File: src/rtl/capture_pkg.sv
// capture_pkg: shared state encoding, default depth and trigger-position clamp for capture_ctrl
package capture_pkg;

    typedef enum logic [2:0] {
        IDLE,
        PRETRIG,
        ARMED,
        POSTTRIG,
        DONE
    } cap_state_t;

    localparam int DEFAULT_ENTRIES = 512;

    function automatic int unsigned clamp_trig_pos(input int unsigned tp, input int unsigned entries);
        return (tp > entries - 1) ? entries - 1 : tp;
    endfunction

endpackage

File: src/rtl/capture_wptr.sv
// capture_wptr: modulo-ENTRIES write pointer for the circular capture RAM
module capture_wptr
    import capture_pkg::*;
#(
    parameter int ENTRIES = DEFAULT_ENTRIES,
    parameter int AW      = $clog2(ENTRIES)
) (
    input  logic          clk,
    input  logic          rst,
    input  logic          inc_i,
    output logic [AW-1:0] ptr_o
);

    logic [AW-1:0] ptr_q;
    logic [AW-1:0] ptr_d;

    assign ptr_d = (ptr_q == AW'(ENTRIES - 1)) ? '0 : ptr_q + AW'(1);
    assign ptr_o = ptr_q;

    always_ff @(posedge clk or posedge rst) begin
        if (rst) ptr_q <= '0;
        else if (inc_i) ptr_q <= ptr_d;
    end

endmodule

File: src/rtl/capture_ctrl.sv
// capture_ctrl: sequences pre-trigger fill, trigger wait and post-trigger capture into the circular RAM
module capture_ctrl
    import capture_pkg::*;
#(
    parameter int ENTRIES = DEFAULT_ENTRIES,
    parameter int AW      = $clog2(ENTRIES)
) (
    input  logic          clk,
    input  logic          rst,
    input  logic          capture_start,
    input  logic          capture_clr,
    input  logic          smpl_en,
    input  logic          triggered,
    input  logic [AW-1:0] trig_pos,
    output logic          armed,
    output logic          set_capture_done,
    output logic          capture_done,
    output logic          busy,
    output logic          we,
    output logic [AW-1:0] waddr,
    output logic [AW-1:0] trig_addr
);

    // one extra bit so the pre-trigger count can reach ENTRIES when trig_pos is 0
    localparam int CW = $clog2(ENTRIES) + 1;

    cap_state_t    state_q;
    logic [CW-1:0] tp_q, tp_d;
    logic [CW-1:0] pre_cnt_q, pre_cnt_d;
    logic [CW-1:0] post_cnt_q, post_cnt_d;
    logic [CW-1:0] pre_thr;
    logic [AW-1:0] trig_addr_q;
    logic          armed_q, scd_q, done_q;
    logic          start_ok;

    assign busy      = state_q inside {PRETRIG, ARMED, POSTTRIG};
    assign we        = smpl_en & busy;
    assign start_ok  = capture_start & (state_q == IDLE || state_q == DONE);
    assign tp_d      = CW'(clamp_trig_pos(32'(trig_pos), ENTRIES));
    assign pre_cnt_d = (&pre_cnt_q) ? pre_cnt_q : pre_cnt_q + CW'(1);
    assign post_cnt_d = post_cnt_q + CW'(1);
    assign pre_thr   = CW'(ENTRIES) - tp_q;

    assign armed            = armed_q;
    assign set_capture_done = scd_q;
    assign capture_done     = done_q;
    assign trig_addr        = trig_addr_q;

    capture_wptr #(.ENTRIES(ENTRIES), .AW(AW)) u_wptr (
        .clk  (clk),
        .rst  (rst),
        .inc_i(we),
        .ptr_o(waddr)
    );

    always_ff @(posedge clk or posedge rst) begin
        if (rst) begin
            state_q     <= IDLE;
            tp_q        <= '0;
            pre_cnt_q   <= '0;
            post_cnt_q  <= '0;
            trig_addr_q <= '0;
            armed_q     <= 1'b0;
            scd_q       <= 1'b0;
            done_q      <= 1'b0;
        end else begin
            scd_q <= 1'b0;
            if (start_ok) begin
                state_q    <= PRETRIG;
                tp_q       <= tp_d;
                pre_cnt_q  <= '0;
                post_cnt_q <= '0;
                done_q     <= 1'b0;
            end else begin
                case (state_q)
                    IDLE: begin
                        pre_cnt_q  <= '0;
                        post_cnt_q <= '0;
                        done_q     <= 1'b0;
                    end
                    PRETRIG: if (smpl_en) begin
                        pre_cnt_q <= pre_cnt_d;
                        if (pre_cnt_d == pre_thr) begin
                            state_q <= ARMED;
                            armed_q <= 1'b1;
                        end
                    end
                    // a sample coincident with the trigger still belongs to the pre-trigger window
                    ARMED: if (triggered) begin
                        trig_addr_q <= waddr;
                        armed_q     <= 1'b0;
                        if (tp_q == '0) begin
                            state_q <= DONE;
                            scd_q   <= 1'b1;
                            done_q  <= 1'b1;
                        end else begin
                            state_q <= POSTTRIG;
                        end
                    end
                    POSTTRIG: if (smpl_en) begin
                        post_cnt_q <= post_cnt_d;
                        if (post_cnt_d == tp_q) begin
                            state_q <= DONE;
                            scd_q   <= 1'b1;
                            done_q  <= 1'b1;
                        end
                    end
                    DONE: if (capture_clr) begin
                        state_q <= IDLE;
                        done_q  <= 1'b0;
                    end
                    default: state_q <= IDLE;
                endcase
            end
        end
    end

endmodule
File: config.mk
export PLATFORM = sky130hd
export DESIGN_NAME = capture_ctrl
export DESIGN_NICKNAME = d
export VERILOG_FILES = /design/src/rtl/capture_pkg.sv /design/src/rtl/capture_wptr.sv /design/src/rtl/capture_ctrl.sv
export SDC_FILE = /design/constraint.sdc
export NUM_CORES = 1
export LEC_CHECK = 0
export ABC_AREA = 1
export ABC_CLOCK_PERIOD_IN_PS = 2000
export CAP_MARGIN = 40
export CORE_UTILIZATION = 51
export DETAILED_ROUTE_END_ITERATION = 8
export HOLD_SLACK_MARGIN = 0.05
export PLACE_DENSITY = 0.77
export SYNTH_ARGS = -nofsm -noshare
export SYNTH_HDL_FRONTEND = slang
export SYNTH_SLANG_ARGS = --single-unit
File: constraint.sdc
create_clock -name clk -period 2 [get_ports clk]
set_input_delay 0.4 -clock clk [delete_from_list [all_inputs] [get_ports clk]]
set_output_delay 0.4 -clock clk [all_outputs]
set_load 0.005 [all_outputs]
# Word-level counts from Yosys, hierarchy flattened
# Cells that the tools add are included.
totals:
  register_bits: 53
  word_cells: 83
classes:
  mux: 34
  eq_ne: 18
  bitwise_logic: 3
  n_reduce_logical: 15
  add_sub_neg: 4
ops:
  columns: ["operator", "n"]
  rows:
  - ["two-way mux 10 bit", 5]
  - ["one-hot mux 10 bit (2 select lines)", 2]
  - ["two-way mux 3 bit", 8]
  - ["adder 10 x 1 -> 10 bit (second input constant)", 2]
  - ["one-hot mux 3 bit (5 select lines)", 1]
  - ["two-way mux 1 bit", 14]
  - ["inequality test 3 bit (second input constant)", 4]
  - ["== test 10 bit", 1]
  - ["== test 10 x 9 -> 1 bit", 1]
  - ["zero test 10 bit", 1]
  - ["AND reduction 10 bit", 1]
  - ["subtractor 10 x 9 -> 10 bit (first input constant)", 1]
  - ["adder 9 x 1 -> 9 bit (second input constant)", 1]
  - ["== test 9 bit (second input constant)", 1]
  - ["two-way mux 9 bit", 1]
  - ["inequality test 3 x 2 -> 1 bit (second input constant)", 3]
  - ["nonzero test 3 bit", 3]
  - ["AND reduction 7 bit", 1]
  - ["== test 3 x 2 -> 1 bit (second input constant)", 2]
  - ["inequality test 2 bit (second input constant)", 3]
  - ["AND reduction 6 bit", 1]
  - ["AND reduction 5 bit", 1]
  - ["nonzero test 5 bit", 1]
  - ["one-hot mux 1 bit (2 select lines)", 2]
  - ["11 further kinds", 13]

# Longest topological paths before layout
# Gate-level depths: netlist of run 1.
logic_depth:
  depth_word: 7
  depth_mapped: 17
  mapped_depth_nobuf: 17

# Hierarchy
# Synthesis of run 1 repeated with hierarchy kept, for this count alone.
unflattened:
  hier_cells: 457
  hier_area_um2: 3407.0
by_module_without_submodules:
  columns: ["mod", "n_inst", "seq_area_each_um2", "cells_per_inst", "area_per_inst_um2"]
  rows:
  - ["capture_ctrl", 1, 1101.1, 393, 2896.5]
  - ["capture_wptr", 1, 225.2, 64, 510.5]

# Least setup slack after synthesis of run 1
# Ideal clock, no wire load.
synth_path:
  path_kind: "register to register"
  start: "reg tp_q[0]"
  end: "reg state_q[1]"
  t_arrival_ns: 1.878
  stages_incl_launch_ff: 16
  required_time_ns: 1.883
  period_less_slack_ns: 1.995
  setup_time_ns: 0.117
  path_slack_ns: 0.005
  path_cell_list: "dfrtp_1 inv_1 ha_1 nand3_1 nor2_1 nand2_1 nor2_1 ha_1 nand2_1 nand3_1 nor2_1 nand3_2 nand2_4 nand2_2 nand2_1 nand2_1"
synth_via:
  elab_chain_len: 5
  elab_cells_between_ends: 11
synth_lines:
  columns: ["element", "line", "text"]
  rows:
  - ["start, declared", "capture_ctrl.sv:28", "logic [CW-1:0] tp_q, tp_d;"]
  - ["start signal, assigned", "capture_ctrl.sv:70", "tp_q <= tp_d;"]
  - ["branches (longest 5 deep; another with subtractor 10 x 9 -> 10 bit)", null, null]
  - ["end signal, assigned", "capture_ctrl.sv:69", "state_q <= PRETRIG;"]
  - ["end signal, assigned", "capture_ctrl.sv:93", "state_q <= DONE;"]
  - ["end signal, assigned", "capture_ctrl.sv:97", "state_q <= POSTTRIG;"]
  - ["end, declared", "capture_ctrl.sv:27", "cap_state_t state_q;"]
# Several ways; the timed one is not identified. The select of a mux whose other input is x is not followed.
# A chain may end at the register's enable or synchronous reset.

# Worst setup path in the final report of run 1
layout_path:
  start: "reg tp_q[2]"
  end: "reg state_q[0]"
# The elaborated chain is that of the path after synthesis.

==> metrics.txt, run 1 <==
outcome complete, but fails checks; failing checks setup timing; final worst slack -58.1 ps; Worst-Skew Late Latency 310 ps; I/O pin cnt 38; initial drt markers 246; via/cell ratio about 5.6; fin crit period 2060 ps; Worst-path clk slew 100 ps; critical path startpoint category register; mapped cell area 0.00316 mm2; WL/cell roughly 16 um; Initial Util 53.0%; Peak Freq 0.486 GHz; Cell variety after synth 31; Max-Cap Viols 0; Gate Count Post-Synth 440; PwrDens 1220 mW/mm2; placement row count 28; number of global-route vias before repair 3056; CP required 2210 ps; Die X 80.7 um; die height 80.7 um; register area share after synthesis between 40% and 50%; overall power 0.00550 W; worst r2r dst state_q[0]$_DFFE_PP0P_; Final Hold Violating Endpoints 0; class of the worst hold path in2async; Worst R2R Path Depth 14; crit end category register; GP Congestion 0.861; Hold-fix buffers, CTS 0; final instance area 0.00450 mm2; first-pass GRT wire length 13.4 mm; fin nets 552; synthesis-stage register bit count 53; CTS tree built; worst-path fanout max 5; Antenna diodes 0; clock root buffer clkbuf_8; largest net degree at the start of global routing 32; Reg2Reg Launch Point tp_q[2]$_DFFE_PP0P_; DP Area 0.00386 mm2; Yosys Warn Count 0; Die Area 0.00651 mm2; unrepaired setup endpoints after global routing true; Synth Net Count between 400 and 500; Slew Limit Fails 0; area grow syn2layout 42.5%; H-tree depth 2; Clock Sinks 53; drc violations 0; Tightest Pin Transition 662 ps; TritonCTS Buffers 5; worst IR drop on VDD 980 uV; initial antenna violation count 0; total gr overflow 0; port bufs 37; via count of the routed design 3410; DP Wirelength around 5.7 mm; Post-Route WL between 9 and 10 mm; share of post-route cells with drive strength above 1 27.8%; Pre-antenna DRT Iters 5; clk_skew 4.83 ps; Setup-failing EPs final 3; critical path type reg2reg; Overall Global Routing Usage 26.6%; CP Data Arrival Time around 2300 ps; slew margin rel. 55.6%; Clock Path Buffers 2; Routed Antenna Nets 0; Leak 2.14 nW; period utilization 103%; Mean Syn Cell Area about 7.2 um2; Worst R2R Setup Slack -60 ps; core area 0.00596 mm2
==> routing by layer <==
layer,global-route usage [%],up-vias,share of wire (%)
li1,-,1594,-
met3,4.66,33,6.5
met1,32.2,1607,39
met2,48.2,176,51
met5,0,-,0
met4,6.96,0,3.5
==> critical path: stages, from the launching register on <==
cell and delay [ps]:
dfrtp_1 460, inv_1 180, nand3_4 100, nor2_4 120
nand2_2 90, nor2_4 120, ha_4 150, nand3b_1 110
nand3_2 90, nor2_2 130, nand3_2 110, nand2_4 120
nand2_4 60, nand2_2 60, nand2_1 50
==> logic make-up (layout without fill, tap and decap cells) <==
group	count (synthesis)	after routing	share of synthesized area, %
AO/OA/AOI/OAI	63	63	10.6
XOR/XNOR	11	11	3.05
adder cells (fa/ha/maj)	6	6	2.38
buffers and inverters	75	166	9.08
flip-flops	53	53	42.0
AND/OR/NAND/NOR	232	233	32.8
==> power by group <==
group          total [W]  internal (W)  switching, W
logic            0.00313       0.00141       0.00172
registers        0.00170       0.00139      0.000308
clock network   0.000674      0.000289      0.000385
==> cell usage in the layout (no fill, tap or decap), types with 4 or more instances in the layout <==
cell type,count
a21oi_1,6
dfrtp_1,50
xor2_1,5
clkbuf_8,6
buf_4,44
nor2_4,12
nand2_1,95
nand3_2,8
nand2_4,7
o21ai_2,4
inv_1,64
nand2_2,27
nor3_1,6
inv_2,7
clkdlybuf4s50_1,36
nand3_1,32
nor2_2,7
nor2_1,24
o21ai_0,34
nand3_4,4
o22ai_1,12
o21ai_1,5
==> layout make-up <==
cell class | count | area [um2]
Sequential cell | 53 | 1330
Tap cell | 75 | 93.8
Fill cell | 415 | 1460
Clock inverter | 2 | 17.5
Inverter | 71 | 267
Multi-Input combinational cell | 313 | 1910
Clock buffer | 6 | 82.6
Timing Repair Buffer | 87 | 797
==> stage by stage <==
step / hold WS [ps] / utilization [%] / setup slack, ps / setup TNS (ps) / std cells
2_1_floorplan: 464 / - / 5.26 / 0 / 440
3_3_place_gp: 465 / 64.8 / 27.9 / 0 / 581
3_5_place_dp: 460 / 64.8 / -60.7 / -128 / 581
4_1_cts: 359 / 68.0 / -0.167 / -0.167 / 597
5_1_grt: 383 / 75.5 / -173 / -563 / 607
6_report: 357 / 75.5 / -58.1 / -134 / 607
==> repair_timing <==
action | 4_1_cts | 5_1_grt
setup endpoints to repair | 6 | 7
setup buffers | 7 | 11
pin swaps | 12 | 46
resized for setup | 7 | 97
gates cloned | 1 | 0
==> sequential cells by signal (all words and copies together), names as in the netlist <==
register	flops
state_q	3
trig_addr	9
u_wptr.ptr_o	9
armed	1
set_capture_done	1
pre_cnt_q	10
post_cnt_q	10
tp_q	9
capture_done	1
==> cell usage after synthesis <==
| library cell | instances | area [um2] |
|---|---|---|
| nand2b_1 | 1 | 6.26 |
| nand4_1 | 2 | 12.5 |
| o21ai_0 | 41 | 205 |
| nand2_2 | 5 | 31.3 |
| inv_1 | 67 | 251 |
| dfrtp_1 | 53 | 1330 |
| xor2_1 | 6 | 52.6 |
| nor3b_1 | 1 | 7.51 |
| nor3_1 | 7 | 35.0 |
| o22ai_1 | 12 | 75.1 |
| clkbuf_1 | 2 | 7.51 |
| nand2_4 | 2 | 22.5 |
| nor2_1 | 38 | 143 |
| o21ai_1 | 2 | 10.0 |
| nand3_2 | 2 | 20.0 |
| o31ai_1 | 1 | 7.51 |
| nor3_4 | 2 | 32.5 |
| nor2_4 | 1 | 11.3 |
| clkinv_1 | 1 | 3.75 |
| nand2_1 | 122 | 458 |
| inv_2 | 3 | 11.3 |
| buf_4 | 1 | 7.51 |
| nand3b_1 | 2 | 15.0 |
| a21oi_1 | 6 | 30.0 |
| xnor2_1 | 5 | 43.8 |
| nor2_2 | 4 | 25.0 |
| nor4_1 | 1 | 6.26 |
| o211ai_1 | 1 | 7.51 |
| nand3_1 | 42 | 210 |
| ha_1 | 6 | 75.1 |
| buf_2 | 1 | 5.00 |
==> how the worst max path moves through the flow <==
stage / from / end / slack, ps / cells past startpoint
after floorplan: tp_q[0]$_DFFE_PP0P_ / state_q[1]$_DFFE_PP0P_ / 5 / 15
after global routing: tp_q[1]$_DFFE_PP0P_ / state_q[0]$_DFFE_PP0P_ / -170 / 15
after global placement: pre_cnt_q[0]$_DFFE_PP0P_ / state_q[0]$_DFFE_PP0P_ / 30 / 16
final: tp_q[2]$_DFFE_PP0P_ / state_q[0]$_DFFE_PP0P_ / -60 / 14
after CTS: state_q[1]$_DFFE_PP0P_ / we / -0.2 / 5
after detailed placement: capture_start / state_q[2]$_DFFE_PP0P_ / -60 / 10
Note: power is estimated with default switching activity, not from simulation.
==> run 2, diff against run 1 <==
--- a/config.mk
+++ b/config.mk
@@ -8,8 +8,9 @@
 export ABC_AREA = 1
-export ABC_CLOCK_PERIOD_IN_PS = 2000
+export ABC_CLOCK_PERIOD_IN_PS = 2100
 export CAP_MARGIN = 40
-export CORE_UTILIZATION = 51
+export CORE_UTILIZATION = 56
 export DETAILED_ROUTE_END_ITERATION = 8
 export HOLD_SLACK_MARGIN = 0.05
-export PLACE_DENSITY = 0.77
+export PLACE_DENSITY = 0.8
+export RECOVER_POWER = 25
 export SYNTH_ARGS = -nofsm -noshare
==> constraint.sdc (replaced) <==
create_clock -name clk -period 2.1 [get_ports clk]
set_input_delay 0.42 -clock clk [delete_from_list [all_inputs] [get_ports clk]]
set_output_delay 0.42 -clock clk [all_outputs]
set_load 0.01 [all_outputs]
==> metrics.txt, run 2 (same netlist as run 1, synthesis figures left out) <==
worst IR drop on VDD 896 uV; Final Hold Violating Endpoints 0; most common cell after layout, fill and taps aside nand2_1; initial antenna violation count 0; Final Util 77.5%; Max-Cap Viols 0; fin crit period roughly 2100 ps; Overall Global Routing Usage 28.2%; Layout Cells excl Fill 575; die height 77.1 um; DP Wirelength 5.70 mm; total gr overflow 0; PwrDens 1240 mW/mm2; drc violations 0; core area 0.00527 mm2; most frequent cells in the layout nand2_1, inv_1, dfrtp_1; outcome finished clean; Antenna diodes 0; clock root buffer clkbuf_8; CP Data Arrival Time approximately 2300 ps; Setup-failing EPs final 0; critical path startpoint category register; share of post-route cells with drive strength above 1 17.2%; Routed Antenna Nets 0; Leak 1.95 nW; CP required 2320 ps; class of the worst hold path reg2reg; Post-Route WL 8.29 mm; slew margin rel. roughly an eighth; Worst R2R Path Depth 15; unrepaired setup endpoints after global routing true; Pre-antenna DRT Iters 5; Clock Sinks 53; Worst R2R Setup Slack between 30 and 40 ps; Slew Limit Fails 0; CTS tree built; H-tree depth 2; Peak Freq approximately 0.48 GHz; HP Start capture_done$_DFFE_PP0P_; fin nets 525; Hold Path End capture_done$_DFFE_PP0P_; via/cell ratio 5.56; Die Area ~0.0059 mm2; placement row count 26; Reg2Reg Launch Point pre_cnt_q[1]$_DFFE_PP0P_; WL/cell 14.4 um; clk_skew around 4 ps; period utilization 98.5%; port bufs 37; crit end category register; Die X 77.1 um; largest net degree at the start of global routing 54; Hold Path Stages 2; Worst-path clk slew 100 ps; area grow syn2layout 29.5%; TritonCTS Buffers 5; Top Registers post_cnt_q x10, pre_cnt_q x10; via count of the routed design roughly 3200; final instance area 0.00409 mm2; first-pass GRT wire length 13.5 mm; DP Area 0.00370 mm2; number of global-route vias before repair 3025; final setup TNS 0 ps; GP Congestion 0.885; Post-Place Cells 556; Worst-Skew Late Latency between 300 and 400 ps; initial drt markers between 200 and 300; I/O pin cnt 38; worst r2r dst state_q[0]$_DFFE_PP0P_; Tightest Pin Transition 1320 ps; worst-path fanout max 5; Initial Util between 50% and 60%; critical path type reg2reg; Clock Path Buffers 2; Hold-fix buffers, CTS 0
-- run 2: cell count changes in the layout (fill, tap and decap cells not counted), sizes merged --
cell / previous run / this run
bufinv: 0 / 2
clkdlybuf4s50: 36 / 37
clkinv: 1 / 3
dlymetal6s2s: 1 / 0
buf: 50 / 22
inv: 72 / 69
-- run 2: what timing repair did --
| item | CTS | global route |
|---|---|---|
| pin swaps | 1 | 23 |
| gates resized for setup | 3 | 49 |
| endpoints found under the setup margin | 2 | 7 |
| setup buffers | 1 | 9 |
| gates cloned | 0 | 1 |
-- run 2: power by group --
| group | internal, W | total (W) | switching, W |
|---|---|---|---|
| Sequential | 0.00133 | 0.00163 | 0.000302 |
| Clock | 0.000474 | 0.000843 | 0.000369 |
| Combinational | 0.00112 | 0.00259 | 0.00147 |
| Total | 0.00292 | 0.00506 | 0.00214 |
-- run 2: area by class of cell --
type | count | area (um2)
fill | 388 | 1180
clock inverter | 3 | 65.1
clock buffer | 5 | 68.8
inverter | 71 | 267
multi-input combinational | 313 | 1710
sequential | 53 | 1330
tap | 70 | 87.6
timing repair buffer | 60 | 553
-- run 2: critical path: stages (launching register included) --
cell	delay (ps)
dfrtp_1	430
ha_4	160
nand2_2	80
nor3_4	210
buf_12	140
nand2_4	80
nand2_1	110
nand2_1	90
nand2_1	80
nand3_1	80
nor2_2	120
nand3_2	110
nand2_4	110
nand2_2	50
nand2_1	60
nand2_1	50
-- run 2: routing by layer --
metal | track usage (%) | share of wire (%) | wire (um) | vias to the layer above
met5 | 0 | 0 | 0 | -
met4 | 8.30 | 2.5 | 210 | 0
met3 | 6.07 | 5.8 | 477 | 25
met2 | 48.9 | 49 | 4060 | 121
met1 | 35.3 | 43 | 3540 | 1516
li1 | - | - | - | 1533
-- run 2: how the worst max path moves through the flow --
stage | startpoint | end | slack [ps]
after floorplan | tp_q[0]$_DFFE_PP0P_ | state_q[1]$_DFFE_PP0P_ | 110
after global placement | capture_start | pre_cnt_q[5]$_DFFE_PP0P_ | 70
after detailed placement | pre_cnt_q[0]$_DFFE_PP0P_ | state_q[0]$_DFFE_PP0P_ | -1
after CTS | tp_q[0]$_DFFE_PP0P_ | state_q[0]$_DFFE_PP0P_ | 5
after global routing | pre_cnt_q[0]$_DFFE_PP0P_ | state_q[0]$_DFFE_PP0P_ | -80
final | pre_cnt_q[1]$_DFFE_PP0P_ | state_q[0]$_DFFE_PP0P_ | 30
-- run 2: per-stage QoR --
| stage | hold slack (ps) | worst slack (ps) | power, W |
|---|---|---|---|
| floorplan | 484 | 105 | 0.00304 |
| global placement | 467 | 71.1 | 0.00384 |
| detailed placement | 475 | -0.990 | 0.00392 |
| CTS | 468 | 5.03 | 0.00479 |
| global route | 532 | -81.2 | 0.00545 |
| finish | 494 | 31.1 | 0.00506 |
==> run 3, diff against run 2 <==
- ABC_CLOCK_PERIOD_IN_PS: 2100 -> 2400
- CAP_MARGIN: 40 -> unset
- CORE_UTILIZATION: 56 -> 60
- CTS_CLUSTER_DIAMETER: unset -> 150
- PLACE_DENSITY: 0.8 -> 0.85
- clock period: 2.1 -> 2.4 ns (I/O delays scaled with it)
==> metrics.txt, run 3 (same netlist as run 1, synthesis figures left out) <==
core area 0.00507 mm2; Sw Pwr around 0.0017 W; I/O pin cnt 38; DP Wirelength approximately 5.7 mm; Antenna diodes 0; placement row count 26; largest net degree at the start of global routing 27; drc violations 0; Pre-antenna DRT Iters 4; Worst-Skew Late Latency 310 ps; Slew Limit Fails 0; worst IR drop on VDD 871 uV; die height 74.5 um; Setup-failing EPs final 0; Max-Cap Viols 0; initial drt markers roughly 150; Switching Share roughly 43%; Hold Slack roughly 480 ps; internal power between 0.002 and 0.0025 W; CTS tree built; clock root buffer clkbuf_8; CP Data Arrival Time 1800 ps; Post-CTS Setup Inserts 0; PwrDens between 1000 and 1500 mW/mm2; critical path startpoint category primary input; WL/cell roughly 13 um; final setup TNS 0 ps; TritonCTS Buffers 5; Worst R2R Setup Slack about 230 ps; initial antenna violation count 0; fin crit period 2280 ps; Final Hold Violating Endpoints 0; fill cell count 402; outcome finished clean; Top Registers post_cnt_q x10, pre_cnt_q x10; critical path type in2out; crit end category primary output; total gr overflow 0; via count of the routed design 3032; unrepaired setup endpoints after global routing false; number of global-route vias before repair 2746; Die X approximately 75 um; M1 WL 3.09 mm; most common cell after layout, fill and taps aside nand2_1; fin nets 508; Hold-fix buffers, CTS 0; Leak 1.83 nW; Die Area 0.00555 mm2; area grow syn2layout 19.4%; period utilization 94.9%; port bufs 37; Resize count post-CTS 0; Tightest Pin Transition 705 ps; Worst-path clk slew 100 ps; DR WL met2 3.83 mm; GP Congestion 0.855; Peak Freq 0.439 GHz; class of the worst hold path reg2reg; Post-Route WL 7.50 mm; share of post-route cells with drive strength above 1 7.99%; clock power share 16.0%; slew margin rel. 53.0%; CP required 1920 ps; H-tree depth 2; most frequent cells in the layout nand2_1, inv_1, dfrtp_1; Highest Signal Layer met4; Reg power frac 34.9%; clk_skew 6.41 ps; Clock Path Buffers 2; Routed Antenna Nets 0; worst-path fanout max 8; Clock Sinks 53; Overall Global Routing Usage 28.7%; Gate power share 49.0%; first-pass GRT wire length 12.1 mm; met3 WL 485 um; Initial Util roughly 62%; via/cell ratio 5.43
-- run 3: changes by cell type in the layout (fill, tap and decap cells not counted), sizes merged --
cell,change
nand2,-1
buf,-16
clkinv,-2
inv,+3
clkdlybuf4s50,-1
bufinv,-1
dlygate4sd3,+1
-- run 3: layer usage --
metal / global-route usage (%) / vias up
li1: - / 1499
met1: 34.6 / 1434
met2: 51.1 / 88
met3: 6.50 / 11
met4: 8.39 / 0
met5: 0 / -
-- run 3: worst paths after layout --
check,endpoint,start,cells after the start
setup / recovery,we,smpl_en,4
setup reg to reg,state_q[1]$_DFFE_PP0P_,tp_q[0]$_DFFE_PP0P_,15
hold / removal,armed$_DFFE_PP0P_,armed$_DFFE_PP0P_,2
min in group asynchronous,trig_addr[1]$_DFFE_PP0P_,rst,2
max in group asynchronous,pre_cnt_q[9]$_DFFE_PP0P_,rst,3
hold reg to reg,armed$_DFFE_PP0P_,armed$_DFFE_PP0P_,2
-- run 3: final cells by class --
class	instances	area, um2	share of cell area (%)
Multi-Input combinational cell	312	1550	41.1
Sequential cell	53	1330	35.2
Timing Repair Buffer	44	420	11.2
Inverter	71	267	7.07
Tap cell	70	87.6	2.32
Clock buffer	5	68.8	1.83
Clock inverter	3	47.5	1.26
-- run 3: power by group through the flow --
| stage | Clock, W | Sequential (W) | Combinational [W] |
|---|---|---|---|
| after floorplan | 0 | 0.00143 | 0.00123 |
| after global placement | 0 | 0.00140 | 0.00189 |
| after detailed placement | 0 | 0.00141 | 0.00195 |
| after CTS | 0.000657 | 0.00140 | 0.00197 |
| after global routing | 0.000683 | 0.00144 | 0.00222 |
| final | 0.000647 | 0.00141 | 0.00198 |
-- run 3: critical path, cell delays in order --
cell	delay, ps
clkdlybuf4s50_1	500
nand2_1	140
inv_2	140
clkdlybuf4s50_1	540
-- run 3: per-stage QoR --
step / worst slack (ps) / utilization (%) / total power [W] / instances / instance area, um2
global route: 11.0 / 74.3 / 0.00435 / 558 / 3770
global placement: 156 / 72.1 / 0.00329 / 550 / 3660
floorplan: 405 / - / 0.00266 / 440 / 3160
CTS: 47.2 / 74.4 / 0.00402 / 558 / 3770
detailed placement: 130 / 72.1 / 0.00336 / 550 / 3660
finish: 122 / 74.3 / 0.00404 / 558 / 3770
==> patch 1: new RTL, flow settings as in run 2 <==
`DEFAULT_ENTRIES`: 512 -> 256.
--- a/src/rtl/capture_pkg.sv
+++ b/src/rtl/capture_pkg.sv
@@ -9,7 +9,7 @@
         DONE
     } cap_state_t;
 
-    localparam int DEFAULT_ENTRIES = 512;
+    localparam int DEFAULT_ENTRIES = 256;
 
     function automatic int unsigned clamp_trig_pos(input int unsigned tp, input int unsigned entries);
         return (tp > entries - 1) ? entries - 1 : tp;
Interface: changed (resized trig_addr, trig_pos and waddr); port bits go from 38 to 35. The function was not compared with the original's and may differ.
==> patch 1 against run 2 <==
- die area shrank 6.9%
- final cell count shrank 7.1%
- synthesized area shrank 7.1%
- count of clock-buffer cells in the layout grew 2
- worst setup slack gained 0.058 ns
- critical path type unchanged
- clock power shrank 29%
- critical endpoint is now armed
- power shrank 15%
- first-iteration DRC count shrank 25%
- sequential cell count shrank 5
- routed wire length shrank 13%
- global-route usage shrank 1.0 points
- cell area shrank 12%
==> patch 1: results (changes against run 2) <==
| Metric | Value |
|---|---|
| Most area-consuming cells after synthesis | `dfrtp_1 41%, nand2_1 15%, inv_1 8.3%` |
| Startpoint Class | `register` |
| Post-synth top cells | `117 x nand2_1, 65 x inv_1, 48 x dfrtp_1` |
| R2r worst-path depth | `13 (-2)` |
| Final Hold Slack | `0.497 ns (+0.00308 ns)` |
| Pleak | `1.82 nW (-7.0%)` |
| Setup Skew | `0.00515 ns (+0.00116 ns)` |
| Hold Path End | `trig_addr[5]` |
| Clock power share | `0.139 (-0.028)` |
| First-pass GRT wire length | `11.5 mm (-15%)` |
| WL met3 | `480 µm (+0.63%)` |
| Starting DRT DRC Count | `220 (-25%)` |
| Crit path max fanout | `6 (+1)` |
| Largest regs | `post_cnt_q x9, pre_cnt_q x9` |
| RR Startpoint | `pre_cnt_q[0]` |
| Combinational cell fraction of total power | `0.529 (+0.018)` |
| Vias in the first global route | `2,671 (-12%)` |
| Port bufs | `34 (-8.1%)` |
| Dpl cell area | `3450 µm² (-6.8%)` |
| Peak supply drop | `0.000720 V (-20%)` |
| DR vias/cell | `5.38 (-3.1%)` |
| Largest net degree at the start of global routing | `49 (-9.3%)` |
| GPL Wtd Cong | `0.872 (-1.4%)` |
| Status | `finished clean` |
| RR Endpoint | `armed` |
| R2R setup slack | `0.09 ns (+0.06 ns)` |
| Fillers | `398 (+2.6%)` |
| Switching share of total power | `0.435 (+0.0127)` |
| Dpl ws | `0.0000175 ns (+0.00101 ns)` |
| Share of cells above drive strength 1 | `0.111 (-0.0609)` |
| Met1 Use GR | `0.341 (-0.0115)` |
| Hold_sp | `trig_addr[5]` |
| Gr usage total | `0.272 (-0.0102)` |
| Sequential element share of the synthesized area | `0.410 (-0.0106)` |
| Wirelength per Cell | `13.5 µm (-6.6%)` |
| Worst EP arrival | `2.22 ns (-0.07 ns)` |
| Met2 GRT Util | `0.475 (-0.0145)` |
| Met2 Routed Length | `3.55 mm (-13%)` |
| Metal-1 WL | `3.07 mm (-13%)` |
| Synthesized Nets | `427 (-7.4%)` |
| M3 GR Usage | `0.0637 (+0.00297)` |
| P_int | `2.44 mW (-17%)` |
==> patch 1: cell types whose count changed in the layout (fill, tap and decap cells not counted), moves of 5 or more <==
cell	before	now
buf_4	21	16
clkdlybuf4s50_1	37	32
nand4_1	2	9
nand2_2	13	3
o21ai_0	37	32
nor2_1	27	32
==> patch 1: area by class of cell <==
type	instances	share of cell area
Clock inverter	1	0.00208
Clock buffer	7	0.0239
Tap cell	67	0.0232
Inverter	69	0.0755
Sequential cell	48	0.333
Multi-Input combinational cell	291	0.414
Timing Repair Buffer	51	0.129
==> patch 1: what timing repair did <==
| item | CTS | global route |
|---|---|---|
| gates cloned | 0 | 1 |
| pin swaps | 1 | 3 |
| setup endpoints to repair | 4 | 6 |
| resized for setup | 3 | 9 |
| hold endpoints to repair | 0 | 0 |
| buffers inserted | 0 | 5 |
==> patch 1: worst max-delay path by stage <==
stage                       endpoint  slack [ns]  cells past startpoint
after detailed placement  state_q[1]     0.00002                     13
after global placement         armed       -0.01                     13
after floorplan                armed        0.26                     13
after global routing           armed       -0.01                     14
final                          armed        0.09                     13
after CTS                      armed        0.07                     14
==> patch 1: metrics by stage <==
stage	instances	setup TNS, ns	utilization
3_5_place_dp	520	0	0.707
4_1_cts	528	0	0.727
6_report	534	0	0.740
3_3_place_gp	520	-0.0378	0.707
2_1_floorplan	409	0	-
5_1_grt	534	-0.0261	0.740
==> patch 1: kinds of logic (layout without fill, tap and decap cells) <==
kind of cell / Yosys count / count (layout) / share of synthesized area
and+or+nand+nor: 224 / 225 / 0.344
AOI/OAI and AO/OA: 48 / 48 / 0.0896
adders and majority gates: 4 / 4 / 0.0171
DFF: 48 / 48 / 0.410
muxes: 2 / 2 / 0.00768
xor gates and xnor gates: 12 / 12 / 0.0359
buffers and inverters: 71 / 128 / 0.0956
==> patch 2: new RTL, config.mk and constraints of run 2 <==
Without the edit above. Put one more register stage on the output `capture_done`, with the module's reset. The value now appears one clock later. The other outputs are not delayed to match.
--- a/src/rtl/capture_ctrl.sv
+++ b/src/rtl/capture_ctrl.sv
@@ -43,7 +43,13 @@
 
     assign armed            = armed_q;
     assign set_capture_done = scd_q;
-    assign capture_done     = done_q;
+    always_ff @(posedge clk or posedge rst) begin
+        if (rst) begin
+            capture_done <= '0;
+        end else begin
+            capture_done <= done_q;
+        end
+    end
     assign trig_addr        = trig_addr_q;
 
     capture_wptr #(.ENTRIES(ENTRIES), .AW(AW)) u_wptr (
Function: no difference found for any inputs over 10 cycles, from zero or initial values and one cycle with rst high; that may be too few to reach the edited logic, so the function may still have changed.
==> patch 2 against run 2 <==
- the run now ends with negative setup slack left
- sequential cell count increased by 1
- sequential share of layout area grew 0.18 points
- critical path type unchanged
- power barely moved
- critical endpoint unchanged
- count of clock-buffer cells in the layout grew 1
- synthesized area up 0.79%
- cell area grew 1.2%
- worst setup slack worse by 0.16 ns
- worst hold slack worse by 0.069 ns
- non-clock buffer count is 8 higher
- routed wire length up 5.3%
==> patch 2: results (changes against run 2) <==
| Metric | Value |
|---|---|
| Fillers | `391 (+0.77%)` |
| Utilization after layout | `0.751 (-0.0242)` |
| Detailed Place HPWL | `5.71 mm (+0.22%)` |
| Starting DRT DRC Count | `376 (+28%)` |
| Synth Area in Adders | `0.0236 (-0.000187)` |
| Vias in the first global route | `2,946 (-2.6%)` |
| Largest net degree at the start of global routing | `20 (-63%)` |
| Initial DRT Pass Iterations | `5 (unchanged)` |
| EDFF count, synth | `0 (unchanged)` |
| Peak supply drop | `0.000873 V (-2.6%)` |
| Share of cells above drive strength 1 | `0.187 (+0.0149)` |
| # setup viols final | `3 (+3)` |
| Setup Total Neg Slack | `-0.370 ns (-0.370 ns)` |
| GPL Wtd Cong | `0.929 (+5.0%)` |
| Post-synth top cells | `122 x nand2_1, 67 x inv_1, 54 x dfrtp_1` |
| CTS max path bufs | `2 (unchanged)` |
| Synthesized Nets | `462 (+0.22%)` |
| Slew HR | `0.562 (+0.440)` |
| First-pass GRT wire length | `12.9 mm (-3.9%)` |
| Post-layout nets | `533 (+1.5%)` |
| Crit-path max cell delay | `0.45 ns (+0.02 ns)` |
| Total CTS buffers | `5 (unchanged)` |
| Most area-consuming cells after synthesis | `dfrtp_1 42%, nand2_1 14%, inv_1 7.9%` |
| Worst EP arrival | `2.45 ns (+0.16 ns)` |
| Status | `finished, violations left` |
| Gr usage total | `0.272 (-0.0106)` |
| Failing checks | `negative setup slack` |
| Post-synthesis xor/xnor area fraction | `0.0303 (-0.000240)` |
| Clk root buf | `clkbuf_8` |
| Post-synthesis mux area share | `0 (unchanged)` |
| Final WS setup | `-0.131 ns (-0.163 ns)` |
| Slowest CP cell | `dfrtp_1` |
| N_diodes | `0 (unchanged)` |
| Sequential element share of the synthesized area | `0.425 (+0.00456)` |
| Routed WL | `8.73 mm (+5.3%)` |
| Post-synthesis compound-gate area fraction | `0.105 (-0.000836)` |
| Clock-pin slew on the worst setup and hold paths | `0.10 ns (about the same)` |
| Pleak | `1.98 nW (+1.1%)` |
| Vias | `3,272 (+2.4%)` |
| Setup Skew | `0.00673 ns (+0.00274 ns)` |
[patch 2: cell count changes after synthesis, sizes merged]
cell / run 2 / this run
dfrtp: 53 / 54
[patch 2: layout make-up]
cell class              count  area (µm²)  area share
clock buffers               6        72.6      0.0175
clock inverters             2        37.5     0.00907
inverters                  71         267      0.0644
multi-input cells         312        1710       0.413
flip-flops and latches     54        1360       0.328
well taps                  72        90.1      0.0218
repair buffers             68         607       0.147
[patch 2: timing repair]
action | 4_1_cts | 5_1_grt
pin swaps | 2 | 24
resized for setup | 4 | 56
endpoints found under the hold margin | 0 | 0
endpoints found under the setup margin | 4 | 7
setup buffers | 3 | 13
[patch 2: kinds of logic (layout without fill, tap and decap cells)]
group | after synthesis | count (layout)
buffers and inverters | 75 | 147
AOI/OAI and AO/OA | 63 | 63
DFF | 54 | 54
and+or+nand+nor | 232 | 232
xor gates and xnor gates | 11 | 11
adders and majority gates | 6 | 6
[patch 2: final timing paths]
| path | start | endpoint | slack (ns) | depth (start not counted) |
|---|---|---|---|---|
| max | pre_cnt_q[1] | state_q[0] | -0.13 | 15 |
| min | done_q | capture_done | 0.43 | 0 |
| max reg2reg | pre_cnt_q[1] | state_q[0] | -0.13 | 15 |
| min reg2reg | done_q | capture_done | 0.43 | 0 |
| max in group asynchronous | rst | post_cnt_q[0] | 0.58 | 3 |
| min in group asynchronous | rst | trig_addr[8] | 0.55 | 2 |
[patch 2: through the flow]
step	hold WS (ns)	cells	power [mW]	setup slack, ns	area [µm²]
after detailed placement	0.399	561	3.94	-0.00560	3730
after floorplan	0.354	441	3.06	0.105	3180
final	0.425	585	5.06	-0.131	4140
after CTS	0.356	572	4.71	0.00193	3870
after global routing	0.442	585	5.42	-0.224	4140
after global placement	0.362	561	3.88	0.0411	3730
[patch 2: where the power goes]
part	leakage [nW]	total [mW]	internal (mW)	switching (mW)
logic	1.23	2.70	1.16	1.55
clock network	0.0514	0.719	0.357	0.362
registers	0.692	1.64	1.35	0.290
total	1.98	5.06	2.86	2.20
[patch 2: per-layer routing]
layer / global-route usage / vias to the layer above / part of all wire
li1: - / 1546 / -
met1: 0.356 / 1523 / 0.41
met3: 0.0471 / 35 / 0.069
met5: 0 / - / 0
met4: 0.115 / 0 / 0.035
met2: 0.444 / 168 / 0.49
